==> config.mk <==
export PLATFORM = sky130hd
export DESIGN_NAME = score_keeper_flat
export DESIGN_NICKNAME = d
export VERILOG_FILES = /design/src/rtl/score_keeper_if.sv /design/src/rtl/score_keeper.sv /design/src/flat_wrapper.sv
export SDC_FILE = /design/constraint.sdc
export NUM_CORES = 1
export LEC_CHECK = 0
export CAP_MARGIN = 20
export CORE_ASPECT_RATIO = 0.5
export CORE_MARGIN = 1
export CORE_UTILIZATION = 35
export CTS_CLUSTER_DIAMETER = 60
export DETAILED_ROUTE_END_ITERATION = 16
export GPL_TIMING_DRIVEN = 0
export SYNTH_ARGS = -nofsm -noshare
export SYNTH_HDL_FRONTEND = slang
export SYNTH_SLANG_ARGS = --single-unit
==> constraint.sdc <==
create_clock -name clk -period 3.9 [get_ports clk]
set_clock_uncertainty 0.2 [all_clocks]
set_input_delay 0.585 -clock clk [delete_from_list [all_inputs] [get_ports clk]]
set_output_delay 0.585 -clock clk [all_outputs]
set_load 0.005 [all_outputs]
==> src/rtl/score_keeper_if.sv <==
// score_keeper_if -- game event inputs and display outputs of score_keeper.
//   goodColl       : pulse, food eaten (+1 point)
//   badColl        : pulse, fatal collision (game over)
//   start          : pulse, begin a new game
//   dispScore      : score to display
//   dispBlank      : 1 = display blanked (flash off phase)
//   isGameComplete : 1 while the game is over
//   newHigh        : 1 when the finished game set a new high score
// master = game/stimulus side, slave = score_keeper.
interface score_keeper_if #(
   parameter int SCORE_W = 7
);
   logic               goodColl;
   logic               badColl;
   logic               start;
   logic [SCORE_W-1:0] dispScore;
   logic               dispBlank;
   logic               isGameComplete;
   logic               newHigh;

   modport master (
      output goodColl, badColl, start,
      input  dispScore, dispBlank, isGameComplete, newHigh
   );

   modport slave (
      input  goodColl, badColl, start,
      output dispScore, dispBlank, isGameComplete, newHigh
   );
endinterface

==> src/rtl/score_keeper.sv <==
// score_keeper -- tracks current, final and high score of a game and drives
// a score display. While the game is over the final score blinks for
// HOLD_CYCLES cycles, then the high score is shown steadily.
//   clk  : system clock, rising edge
//   nRst : asynchronous active-low reset
//   bus  : score_keeper_if.slave (collision/start pulses in, display out)
// All outputs are registered from next-state values, so they reflect an
// event in the cycle right after the edge that sampled it.
module score_keeper #(
   parameter int SCORE_W     = 7,
   parameter int MAX_SCORE   = 50,
   parameter int HOLD_CYCLES = 100,
   parameter int FLASH_HALF  = 10
) (
   input  logic             clk,
   input  logic             nRst,
   score_keeper_if.slave    bus
);
   // Keep counters at least one bit wide when a parameter is 1.
   localparam int HW = (HOLD_CYCLES > 1) ? $clog2(HOLD_CYCLES) : 1;
   localparam int FW = (FLASH_HALF  > 1) ? $clog2(FLASH_HALF)  : 1;

   typedef enum logic [1:0] {PLAY, HOLD, SHOW_HIGH} state_t;

   state_t             r_state, w_state;
   logic [SCORE_W-1:0] r_curr, w_curr;
   logic [SCORE_W-1:0] r_high, w_high;
   logic [SCORE_W-1:0] r_final, w_final;
   logic [SCORE_W-1:0] w_inc;
   logic               r_gameHigh, w_gameHigh;
   logic [HW-1:0]      r_hold, w_hold;
   logic [FW-1:0]      r_flash, w_flash;
   logic               r_phase, w_phase;   // 1 = blank half of the blink

   logic [SCORE_W-1:0] r_dispScore, w_dispScore;
   logic               r_dispBlank, w_dispBlank;
   logic               r_complete,  w_complete;
   logic               r_newHigh,   w_newHigh;

   always_ff @(posedge clk or negedge nRst) begin
      if (!nRst) begin
         r_state     <= PLAY;
         r_curr      <= '0;
         r_high      <= '0;
         r_final     <= '0;
         r_gameHigh  <= 1'b0;
         r_hold      <= '0;
         r_flash     <= '0;
         r_phase     <= 1'b0;
         r_dispScore <= '0;
         r_dispBlank <= 1'b0;
         r_complete  <= 1'b0;
         r_newHigh   <= 1'b0;
      end else begin
         r_state     <= w_state;
         r_curr      <= w_curr;
         r_high      <= w_high;
         r_final     <= w_final;
         r_gameHigh  <= w_gameHigh;
         r_hold      <= w_hold;
         r_flash     <= w_flash;
         r_phase     <= w_phase;
         r_dispScore <= w_dispScore;
         r_dispBlank <= w_dispBlank;
         r_complete  <= w_complete;
         r_newHigh   <= w_newHigh;
      end
   end

   always_comb begin
      w_state    = r_state;
      w_curr     = r_curr;
      w_high     = r_high;
      w_final    = r_final;
      w_gameHigh = r_gameHigh;
      w_hold     = r_hold;
      w_flash    = r_flash;
      w_phase    = r_phase;
      // r_curr < MAX_SCORE <= 2**SCORE_W-1 in PLAY, so this cannot overflow.
      w_inc      = r_curr + SCORE_W'(1);

      case (r_state)
         PLAY: begin
            // Priority: start > badColl > goodColl.
            if (bus.start) begin
               w_curr     = '0;
               w_gameHigh = 1'b0;
            end else if (bus.badColl) begin
               w_state = HOLD;
               w_final = r_curr;
               w_hold  = '0;
               w_flash = '0;
               w_phase = 1'b0;
            end else if (bus.goodColl) begin
               w_curr = w_inc;
               if (w_inc > r_high) begin
                  w_high     = w_inc;
                  w_gameHigh = 1'b1;
               end
               if (w_inc == SCORE_W'(MAX_SCORE)) begin
                  w_state = HOLD;
                  w_final = w_inc;
                  w_hold  = '0;
                  w_flash = '0;
                  w_phase = 1'b0;
               end
            end
         end
         HOLD, SHOW_HIGH: begin
            if (bus.start) begin
               w_state    = PLAY;
               w_curr     = '0;
               w_gameHigh = 1'b0;
               w_hold     = '0;
               w_flash    = '0;
               w_phase    = 1'b0;
            end else if (r_state == HOLD) begin
               if (r_hold == HW'(HOLD_CYCLES - 1)) begin
                  w_state = SHOW_HIGH;
               end else begin
                  w_hold = r_hold + HW'(1);
                  if (r_flash == FW'(FLASH_HALF - 1)) begin
                     w_flash = '0;
                     w_phase = ~r_phase;
                  end else begin
                     w_flash = r_flash + FW'(1);
                  end
               end
            end
         end
         default: w_state = PLAY;
      endcase

      // Display follows the state being entered at this edge.
      w_complete  = (w_state != PLAY);
      w_newHigh   = w_complete & w_gameHigh;
      w_dispBlank = (w_state == HOLD) & w_phase;
      case (w_state)
         HOLD:      w_dispScore = w_final;
         SHOW_HIGH: w_dispScore = w_high;
         default:   w_dispScore = w_curr;
      endcase
   end

   assign bus.dispScore      = r_dispScore;
   assign bus.dispBlank      = r_dispBlank;
   assign bus.isGameComplete = r_complete;
   assign bus.newHigh        = r_newHigh;
endmodule

==> src/flat_wrapper.sv <==
// flat-port wrapper written by rule: the top's interface ports become plain ports
module score_keeper_flat 
#(
   parameter int SCORE_W     = 7,
   parameter int MAX_SCORE   = 50,
   parameter int HOLD_CYCLES = 100,
   parameter int FLASH_HALF  = 10
)
  (clk, nRst, bus_goodColl, bus_badColl, bus_start, bus_dispScore, bus_dispBlank, bus_isGameComplete, bus_newHigh);
  score_keeper_if #(.SCORE_W(SCORE_W)) bus_i ();
  input  logic clk;
  input  logic nRst;
  input wire logic [$bits(bus_i.goodColl)-1:0] bus_goodColl;
  input wire logic [$bits(bus_i.badColl)-1:0] bus_badColl;
  input wire logic [$bits(bus_i.start)-1:0] bus_start;
  output wire logic [$bits(bus_i.dispScore)-1:0] bus_dispScore;
  output wire logic [$bits(bus_i.dispBlank)-1:0] bus_dispBlank;
  output wire logic [$bits(bus_i.isGameComplete)-1:0] bus_isGameComplete;
  output wire logic [$bits(bus_i.newHigh)-1:0] bus_newHigh;
  assign bus_i.goodColl = bus_goodColl;
  assign bus_i.badColl = bus_badColl;
  assign bus_i.start = bus_start;
  assign bus_dispScore = bus_i.dispScore;
  assign bus_dispBlank = bus_i.dispBlank;
  assign bus_isGameComplete = bus_i.isGameComplete;
  assign bus_newHigh = bus_i.newHigh;
  score_keeper #(.SCORE_W(SCORE_W), .MAX_SCORE(MAX_SCORE), .HOLD_CYCLES(HOLD_CYCLES), .FLASH_HALF(FLASH_HALF)) u_core (.clk(clk), .nRst(nRst), .bus(bus_i));
endmodule
==> results of run 1 <==
-- logic make-up (layout without fill, tap and decap cells) --
logic type      count (synthesis)  after routing  share of synthesized area, %
fa+ha+maj                      17             17                         7.852
simple gates                   97             97                         19.35
compound gates                 83             83                         21.06
flops                          46             46                         42.49
buf+inv                        29             50                         5.265
mux                             5              5                         2.032
xor+xnor                        6              6                         1.940
-- synth_stat cells, drive strengths merged, types with 3 or more instances --
cell / count
a31oi: 3
buf: 8
inv: 17
a22oi: 4
o31ai: 5
dfrtp: 46
a221o: 5
mux2: 4
and2: 3
o21bai: 3
a22o: 4
ha: 17
and2b: 4
nor2: 17
a21oi: 13
nand3: 10
nor3: 5
nand2: 30
xor2: 3
xnor2: 3
o21ai: 31
nand2b: 10
clkbuf: 4
nor2b: 3
-- registers in the layout, summed over array words and instances (netlist names) --
| signal | count |
|---|---|
| u_core.r_final | 7 |
| u_core.bus.dispScore | 7 |
| u_core.bus.dispBlank | 1 |
| u_core.bus.newHigh | 1 |
| u_core.r_flash | 4 |
| u_core.bus.isGameComplete | 1 |
| u_core.r_curr | 7 |
| u_core.r_high | 7 |
| u_core.r_hold | 7 |
| u_core.r_state | 2 |
| u_core.r_gameHigh | 1 |
| u_core.r_phase | 1 |
-- worst max path at each step --
| stage | to | slack [ns] | start | cells after the start |
|---|---|---|---|---|
| 2_1_floorplan | u_core.bus.dispScore[1] | 0.69 | u_core.r_curr[1] | 14 |
| 3_3_place_gp | u_core.bus.dispScore[0] | 0.17 | u_core.r_curr[1] | 15 |
| 3_5_place_dp | u_core.bus.dispScore[0] | 0.16 | u_core.r_curr[1] | 15 |
| 4_1_cts | u_core.bus.dispScore[0] | 0.14 | u_core.r_curr[1] | 15 |
| 5_1_grt | u_core.bus.dispScore[4] | -0.006 | u_core.r_curr[1] | 13 |
| 6_report | u_core.bus.dispScore[4] | 0.22 | u_core.r_curr[1] | 13 |
-- per-layer routing --
layer	vias to the layer above	track usage (%)	share of wire [%]
li1	1045	-	-
met1	1098	20.80	50
met2	15	27.07	47
met3	7	2.931	1.8
met4	0	6.024	1.2
met5	-	0	0
-- through the flow --
step / power, mW / utilization, % / instance area, um2
global placement: 0.9308 / 40.10 / 2969
global route: 1.424 / 42.14 / 3120
detailed placement: 0.9474 / 40.30 / 2984
floorplan: 0.8167 / - / 2709
finish: 1.337 / 42.14 / 3120
CTS: 1.350 / 42.09 / 3117
-- report_power, final --
group | internal (mW) | switching, mW
Combinational | 0.159 | 0.221
Clock | 0.234 | 0.164
Sequential | 0.526 | 0.0335
-- cell type report --
cell class	count	area share, %
tap	96	3.849
multi-input combinational	208	45.59
inverter	17	2.045
sequential	46	36.89
buffer	11	2.406
timing repair buffer	15	4.972
clock buffer	7	4.250
==> flow_summary.ini, run 1 <==
[run_status]
status = finished clean

[floorplanning]
core-area_um2 = 7405
io_pins = 15
start_util_pct = 36.58
fp-row-count = 22
dieWidth_um = 126.4
dieArea_um2 = 8117
fp.dieH_um = 64.21

[routing]
viasPerCell = 5.413
drt_first_pass_iters = 4
wl_per_cell_um = 15.00
antenna_left = 0
via_count = 2165
wl_um = 6000
first_iter_violations = 110
drc = 0

[global_routing]
grt_pass1_vias = 2137
grt_usage_pct = 16.11
grt_max_degree = 27
antenna_found_initial = 0
grt-ovfl-total = 0
grt_first_pass_wirelength_um = 10290

[worst_setup_path]
path_max_fanout = 8
r2r-start = u_core.r_curr[1]
critical_path_class = reg2reg
cpPeakStageDelay_ns = 0.48
arrival_ns = 3.64
worst_path_max_delay_cell = dfrtp_1
path_delay_family = compound AO/OA/AOI/OAI gates
worst_setup_path_start_kind = register
reg2reg_slack_ns = 0.22
cp.required_ns = 3.87
crit_chain = ha_1 -> clkbuf_1 -> and4_1 -> nand2_1 -> xnor2_1 -> ha_1 -> nand4_1 -> a311oi_1 -> o21ai_1 -> a21oi_4 -> mux2_2 -> a22oi_1 -> nand2_1
worst-path-buf-inv = 1
end_kind = register
r2r_cells = 13
rr_endpoint = u_core.bus.dispScore[4]

[clock_tree]
clkLatencyLatePin_ns = 0.29
cts_tree = done
postCtsSetupRepairBufs = 0
clk_pin_slew_worst_paths_ns = 0.06
cts_resized = 0
clock_sinks = 46
cts_root_buf = clkbuf_16
htreeDepth = 2
clk_path_buf_depth = 2
cts_buffers = 5
cts-hold-fix-buffers = 0

[power]
peakVddDrop_v = 0.0001620
p_per_area_nw_per_um2 = 428.5
cellLeakagePower_nw = 1.434

[yosys]
synthesis.area_um2 = 2709
yosys.area.top_type = dfrtp_1
post_synth_num_cell_types = 60
synthTopCellsByArea = dfrtp_1 42%, ha_1 7.9%, nand2_1 4.0%, o21ai_0 3.3%, o21ai_1 2.4%
synth_edf_count = 0
ys_seq_elements = 46
syn_inst = 283
async_flop_share_pct = 100.0
seq_area_frac_synth_pct = 42.49
avgSynthCellArea_um2 = 9.572
yosysWarningCount = 0
synth_fp_nets = 305
synth_top_area_share_pct = 42.49
synth_ff_type = dfrtp_1

[final_layout]
multi_input_area_um2 = 1423
layout_commonest_cell = dfrtp_1
regArea_um2 = 1151
syn_to_final_growth_pct = 15.20
final_cell_mix = 46 x dfrtp_1, 29 x nand2_1, 18 x o21ai_0
diodes = 0
instances_no_fill = 400
layout-drive-gt1-share_pct = 11.18
nNetsFinal = 326
fill_cells = 697

[placement]
dp_hpwl_um = 4457
io_buffers = 14
dp_cells = 394
routabilityCongestion = 0.8343
preCtsSetupSlack_ns = 0.1571

[timing]
fin_hold_ws_ns = 0.07647
fmax_ghz = 0.2720
finalSetupViolCount = 0
hold_viol_final = 0
drv_slew = 0
layout_setup_ws_ns = 0.2238
fin_tns_setup_ns = 0
relSlewSlack_pct = 60.53
rsz0062_at_grt = yes
post-route-min-period_ns = 3.676
worst_slew_pin_slew_ns = 0.5909
finalCritPeriodShare_pct = 94.26

[worst_hold_path]
hold_class = in2async

[job]
drv_cap = 0
Power figures use the tool's default switching activity.
==> run 2: changes to the inputs <==
--- a/config.mk
+++ b/config.mk
@@ -7,11 +7,11 @@
 export LEC_CHECK = 0
 export CAP_MARGIN = 20
 export CORE_ASPECT_RATIO = 0.5
-export CORE_MARGIN = 1
 export CORE_UTILIZATION = 35
 export CTS_CLUSTER_DIAMETER = 60
 export DETAILED_ROUTE_END_ITERATION = 16
 export GPL_TIMING_DRIVEN = 0
+export SKIP_LAST_GASP = 1
 export SYNTH_ARGS = -nofsm -noshare
 export SYNTH_HDL_FRONTEND = slang
 export SYNTH_SLANG_ARGS = --single-unit
==> results of run 2 <==
Same layout as run 1: the final DEF is identical, and so are final timing and power.
